<file path="src/rtl/uart_pkg.sv">
// Shared definitions for the UART receiver: parity-mode encodings and the
// receive FSM state type.
package uart_pkg;

  localparam int PARITY_NONE = 0;
  localparam int PARITY_EVEN = 1;
  localparam int PARITY_ODD  = 2;

  typedef enum logic [2:0] {
    IDLE,
    START,
    DATA,
    PARITY,
    STOP
  } uart_rx_state_t;

endpackage

</file>
<file path="src/rtl/uart_sync2.sv">
// Two-flop synchroniser for an asynchronous, idle-high input line.
// Both flops reset to 1 so a line held in reset never looks like a start bit.
module uart_sync2 (
  input  logic clk,
  input  logic rst,
  input  logic d,
  output logic q
);

  logic meta;

  always_ff @(posedge clk or posedge rst) begin
    if (rst) begin
      meta <= 1'b1;
      q    <= 1'b1;
    end else begin
      meta <= d;
      q    <= meta;
    end
  end

endmodule

</file>
<file path="src/rtl/uart_rx_core.sv">
// Parametrised UART receiver: mid-bit sampling, optional parity, 1-2 stop bits,
// one-entry holding register. Define UART_RX_MAJORITY_EN for 2-of-3 sampling.
module uart_rx_core
  import uart_pkg::*;
#(
  parameter int CLKS_PER_BIT = 16,
  parameter int DATA_BITS    = 8,
  parameter int PARITY_MODE  = 0,
  parameter int STOP_BITS    = 1
) (
  input  logic                 clk,
  input  logic                 rst,
  input  logic                 en,
  input  logic                 rx_in,
  output logic [DATA_BITS-1:0] rx_data,
  output logic                 rx_valid,
  input  logic                 rx_ready,
  output logic                 parity_err,
  output logic                 frame_err,
  output logic                 overrun_err,
  output logic                 busy
);

  localparam int CW = $clog2(CLKS_PER_BIT);

  logic rx_s;
  logic samp_bit;

  uart_sync2 u_sync (
    .clk (clk),
    .rst (rst),
    .d   (rx_in),
    .q   (rx_s)
  );

`ifdef UART_RX_MAJORITY_EN
  // Vote is taken one clock after the nominal sample point, so every sample
  // strobe (and therefore the commit) moves one clock later.
  localparam int MAJ_DLY = 1;
  logic rx_d1, rx_d2;

  always_ff @(posedge clk or posedge rst) begin
    if (rst) begin
      rx_d1 <= 1'b1;
      rx_d2 <= 1'b1;
    end else begin
      rx_d1 <= rx_s;
      rx_d2 <= rx_d1;
    end
  end

  assign samp_bit = (rx_s & rx_d1) | (rx_s & rx_d2) | (rx_d1 & rx_d2);
`else
  localparam int MAJ_DLY = 0;
  assign samp_bit = rx_s;
`endif

  localparam logic [CW-1:0] START_CNT = CW'(CLKS_PER_BIT / 2 - 1 + MAJ_DLY);
  localparam logic [CW-1:0] LAST_CNT  = CW'(CLKS_PER_BIT - 1);
  localparam logic [3:0]    LAST_DATA = 4'(DATA_BITS - 1);
  localparam logic [3:0]    LAST_STOP = 4'(STOP_BITS - 1);

  uart_rx_state_t       state_q, state_n;
  logic [CW-1:0]        cnt_q, cnt_n;
  logic [3:0]           bit_q, bit_n;
  logic [DATA_BITS-1:0] shift_q, shift_n;
  logic                 par_q, par_n;
  logic                 frm_q, frm_n;
  logic                 tick;
  logic                 commit;
  logic                 par_xor;

  always_ff @(posedge clk or posedge rst) begin
    if (rst) begin
      state_q <= IDLE;
      cnt_q   <= '0;
      bit_q   <= '0;
      shift_q <= '0;
      par_q   <= 1'b0;
      frm_q   <= 1'b0;
    end else begin
      state_q <= state_n;
      cnt_q   <= cnt_n;
      bit_q   <= bit_n;
      shift_q <= shift_n;
      par_q   <= par_n;
      frm_q   <= frm_n;
    end
  end

  assign par_xor = (^shift_q) ^ samp_bit;

  always_comb begin
    state_n = state_q;
    cnt_n   = cnt_q + CW'(1);
    bit_n   = bit_q;
    shift_n = shift_q;
    par_n   = par_q;
    frm_n   = frm_q;
    commit  = 1'b0;
    tick    = (state_q == START) ? (cnt_q == START_CNT) : (cnt_q == LAST_CNT);

    case (state_q)
      IDLE: begin
        cnt_n = '0;
        if (en && !rx_s) begin
          state_n = START;
          bit_n   = '0;
          par_n   = 1'b0;
          frm_n   = 1'b0;
        end
      end
      START: begin
        if (tick) begin
          cnt_n   = '0;
          state_n = samp_bit ? IDLE : DATA;
        end
      end
      DATA: begin
        if (tick) begin
          cnt_n   = '0;
          shift_n = {samp_bit, shift_q[DATA_BITS-1:1]};
          bit_n   = bit_q + 4'd1;
          if (bit_q == LAST_DATA) begin
            bit_n   = '0;
            state_n = (PARITY_MODE != PARITY_NONE) ? PARITY : STOP;
          end
        end
      end
      PARITY: begin
        if (tick) begin
          cnt_n   = '0;
          par_n   = (PARITY_MODE == PARITY_ODD) ? ~par_xor : par_xor;
          state_n = STOP;
        end
      end
      STOP: begin
        if (tick) begin
          cnt_n = '0;
          bit_n = bit_q + 4'd1;
          if (!samp_bit) frm_n = 1'b1;
          if (bit_q == LAST_STOP) begin
            commit  = 1'b1;
            state_n = IDLE;
          end
        end
      end
      default: state_n = IDLE;
    endcase

    // Dropping enable abandons any partial frame without touching the holding register.
    if (!en) begin
      state_n = IDLE;
      commit  = 1'b0;
    end
  end

  // Holding register: rx_valid/rx_ready transfer the word when both are high
  // on a rising clk edge; a new frame always overwrites whatever is held.
  always_ff @(posedge clk or posedge rst) begin
    if (rst) begin
      rx_data     <= '0;
      rx_valid    <= 1'b0;
      parity_err  <= 1'b0;
      frame_err   <= 1'b0;
      overrun_err <= 1'b0;
    end else if (commit) begin
      rx_data     <= shift_q;
      rx_valid    <= 1'b1;
      parity_err  <= par_q;
      frame_err   <= frm_q | ~samp_bit;
      overrun_err <= rx_valid & ~rx_ready;
    end else if (rx_valid && rx_ready) begin
      rx_valid    <= 1'b0;
      parity_err  <= 1'b0;
      frame_err   <= 1'b0;
      overrun_err <= 1'b0;
    end
  end

  assign busy = (state_q != IDLE);

endmodule
</file>
<file path="config.mk">
export PLATFORM = sky130hd
export DESIGN_NAME = uart_rx_core
export DESIGN_NICKNAME = d
export VERILOG_FILES = /design/src/rtl/uart_pkg.sv /design/src/rtl/uart_sync2.sv /design/src/rtl/uart_rx_core.sv
export SDC_FILE = /design/constraint.sdc
export NUM_CORES = 1
export LEC_CHECK = 0
export ABC_CLOCK_PERIOD_IN_PS = 2300
export BUFFER_PORTS_ARGS = -buffer_cell sky130_fd_sc_hd__buf_2
export CAP_MARGIN = 0
export CORE_MARGIN = 2
export CORE_UTILIZATION = 40
export CTS_CLUSTER_SIZE = 8
export DETAILED_ROUTE_END_ITERATION = 10
export SKIP_CTS_REPAIR_TIMING = 1
export SYNTH_ARGS = -nofsm -noshare
export SYNTH_HDL_FRONTEND = slang
export SYNTH_SLANG_ARGS = --single-unit
export TNS_END_PERCENT = 10
</file>
<file path="constraint.sdc">
create_clock -name clk -period 2.3 [get_ports clk]
set_clock_uncertainty 0.1 [all_clocks]
set_input_delay 0.23 -clock clk [delete_from_list [all_inputs] [get_ports clk]]
set_output_delay 0.23 -clock clk [all_outputs]
set_load 0.01 [all_outputs]
</file>
==> impl_metrics.env <==
export IMPL_fin_setup_tns_ns=0
export IMPL_period_share=0.904
export IMPL_fillers=419
export IMPL_grt_setup_unrepaired="false"
export IMPL_grt_pass1_vias=1264
export IMPL_ys_flop_type="dfrtp_1"
export IMPL_period_minus_slack_ns=2.08
export IMPL_tritoncts="yes"
export IMPL_wire_per_inst_um=14.8
export IMPL_path_clk_slew_ns=0.07
export IMPL_final_net_count=189
export IMPL_worst_pin_slew_ns=0.481
export IMPL_clkPwrFrac=0.362
export IMPL_drcViolationCount=0
export IMPL_antenna_cells=0
export IMPL_criticalPathCategory="reg -> reg"
export IMPL_die_h_um=71.0
export IMPL_drt_wl_total_um=3470
export IMPL_place_congestion=0.877
export IMPL_path_cells="inv_1 -> ha_1 -> nor3b_1 -> nand3_1 -> nor3_2 -> buf_4 -> mux2_2"
export IMPL_core_region_area_sq_um=4320
export IMPL_ys_async_sr_fraction=1.00
export IMPL_drv_slew=0
export IMPL_grt_ovfl_total=0
export IMPL_syn_mean_instance_area_sq_um=11.6
export IMPL_setup_violations=0
export IMPL_fin_area_sq_um=2060
export IMPL_path_buf_inv=2
export IMPL_layout_setup_ws_ns=0.220
export IMPL_hp_class="in -> reg"
export IMPL_slowest_delay_ns=0.40
export IMPL_hold_violations=0
export IMPL_drt_initial_drc_count=68
export IMPL_synth_top_area_cell="dfrtp_1"
export IMPL_ant_nets=0
export IMPL_num_rows=24
export IMPL_swShare=0.260
export IMPL_relSlewSlack=0.677
export IMPL_syn_inst=155
export IMPL_status="completed"
export IMPL_leakage_uw=0.00100
export IMPL_syn_num_nets=163
export IMPL_ys_types=44
export IMPL_combPwrFrac=0.102
export IMPL_dp_hpwl_um=2540
export IMPL_ioPinCount=18
export IMPL_powerDensity_nw_per_um2=586
export IMPL_peakVddDrop_uv=290
export IMPL_start_util=0.415
export IMPL_insertion_delay_ns=0.29
export IMPL_die_w_um=71.0
export IMPL_reg2reg_depth=7
export IMPL_cp_max_fo=9
export IMPL_end_kind="register"
export IMPL_clock_fmax_mhz=481
export IMPL_r2r_end="rx_data[1]"
export IMPL_drive_above_1_share=0.308
export IMPL_synth_seq_area_share=0.489
export IMPL_holdPathEnd="rx_valid"
export IMPL_worstPathRequired_ns=2.37
export IMPL_num_vias=1263
export IMPL_maxCapViolCount=0
export IMPL_vias_per_cell=5.40
export IMPL_clkSinkCount=35
export IMPL_hold_path_depth=3
export IMPL_antenna_found_initial=0
export IMPL_cts_root_buf="clkbuf_8"
export IMPL_p_int_uw=894
export IMPL_critPathTopFamily="simple AND/OR/NAND/NOR gates"
export IMPL_grt_usage=0.154
export IMPL_synthDominantCellAreaShare=0.460
export IMPL_cts_inserted_buffers=5
export IMPL_synth_edf_count=0
export IMPL_grt_pass1_wl_um=6080
export IMPL_cp_slowest_cell="dfrtp_1"
export IMPL_p_switching_uw=314
export IMPL_synth_ff_latch_count=35
export IMPL_place_ws_ns=0.208
export IMPL_synthTopCellsByCount="dfrtp_1 (33), inv_1 (10), mux2_2 (10)"
export IMPL_area_growth_pct=14.8
export IMPL_start_kind="register"
export IMPL_yosysMostFrequentCell="dfrtp_1"
export IMPL_die_area_sq_um=5040
export IMPL_cts_path_max_buffers=2
export IMPL_ys_warn_count=0
export IMPL_first_pass_iters=4
export IMPL_rrSetupSlack_ns=0.22
export IMPL_arrival_ns=2.15
export IMPL_htree_levels=2
export IMPL_port_buffer_count=17
export IMPL_grt_max_degree=36
export IMPL_synthTopCellsByArea="dfrtp_1 (46%), mux2_2 (6.3%), mux2_4 (5.0%)"
export IMPL_place_area_sq_um=1960
export IMPL_p_seq_frac=0.535
export IMPL_syn_area_sq_um=1800
export IMPL_r2r_start="bit_q[0]"
export IMPL_hp_start="rx_ready"
[power by group through the flow]
stage	clock network [uW]	registers, uW	logic, uW
after floorplan	0	646	98.0
after global placement	0	658	123
after detailed placement	0	658	122
after CTS	446	647	123
after global routing	483	650	140
final	438	647	124
[metrics by stage]
step                      total power (uW)  hold slack [ns]  utilization  cells
after floorplan                        744            0.134            -    155
after global placement                 781            0.236        0.453    224
after detailed placement               781            0.236        0.453    224
after CTS                             1220          -0.0665        0.472    232
after global routing                  1270            0.134        0.477    234
final                                 1210            0.124        0.477    234
[worst max path at each step]
stage / start / end / slack [ns] / depth (start not counted)
floorplan: bit_q[0] / rx_data[0] / 0.37 / 7
global placement: bit_q[0] / rx_data[2] / 0.30 / 7
detailed placement: bit_q[0] / rx_data[1] / 0.21 / 7
CTS: bit_q[0] / rx_data[1] / 0.20 / 7
global route: bit_q[0] / rx_data[1] / 0.10 / 7
finish: bit_q[0] / rx_data[1] / 0.22 / 7
[cells by family after synthesis]
kind of cell    share of synthesized area
buf+inv                            0.0439
flops                               0.489
xor+xnor                           0.0662
simple gates                        0.141
compound gates                      0.104
mux                                 0.135
fa+ha+maj                          0.0209
[placed cells by master, fill, tap and decap left out, types with 6 or more instances in the layout]
cell / instances
nand2_1: 7
buf_4: 7
dfrtp_1: 33
inv_1: 10
mux2_2: 10
a21oi_1: 7
mux2_4: 6
buf_2: 17
xnor2_1: 7
[layout make-up]
type / count / area, sq um / area share
flip-flops and latches: 35 / 878 / 0.426
multi-input cells: 103 / 838 / 0.407
repair buffers: 26 / 158 / 0.0765
clock buffers: 6 / 72.6 / 0.0352
well taps: 52 / 65.1 / 0.0316
inverters: 10 / 37.5 / 0.0182
clock inverters: 2 / 12.5 / 0.00607
[flip-flops by register name (all words and copies together), names as in the netlist]
signal and cells:
cnt_q 4, frm_q 1, state_q 3, u_sync.meta 1
u_sync.q 1, rx_data 8, overrun_err 1, frame_err 1
bit_q 4, rx_valid 1, par_q 1, shift_q 8
parity_err 1
[metal layers]
metal	wire length, um	GRT usage	vias up
met5	0	0	-
met4	43	0.0440	0
met3	111	0.0442	5
met2	1690	0.245	15
met1	1620	0.206	641
li1	-	-	602
[worst register-to-register path, cell delays in order, from the launching register on]
cell and delay [ns]:
dfrtp_1 0.40, inv_1 0.09, ha_1 0.14, nor3b_1 0.34, nand3_1 0.18, nor3_2 0.13, buf_4 0.23, mux2_2 0.36
No activity file was read; power rests on OpenSTA's default activity.
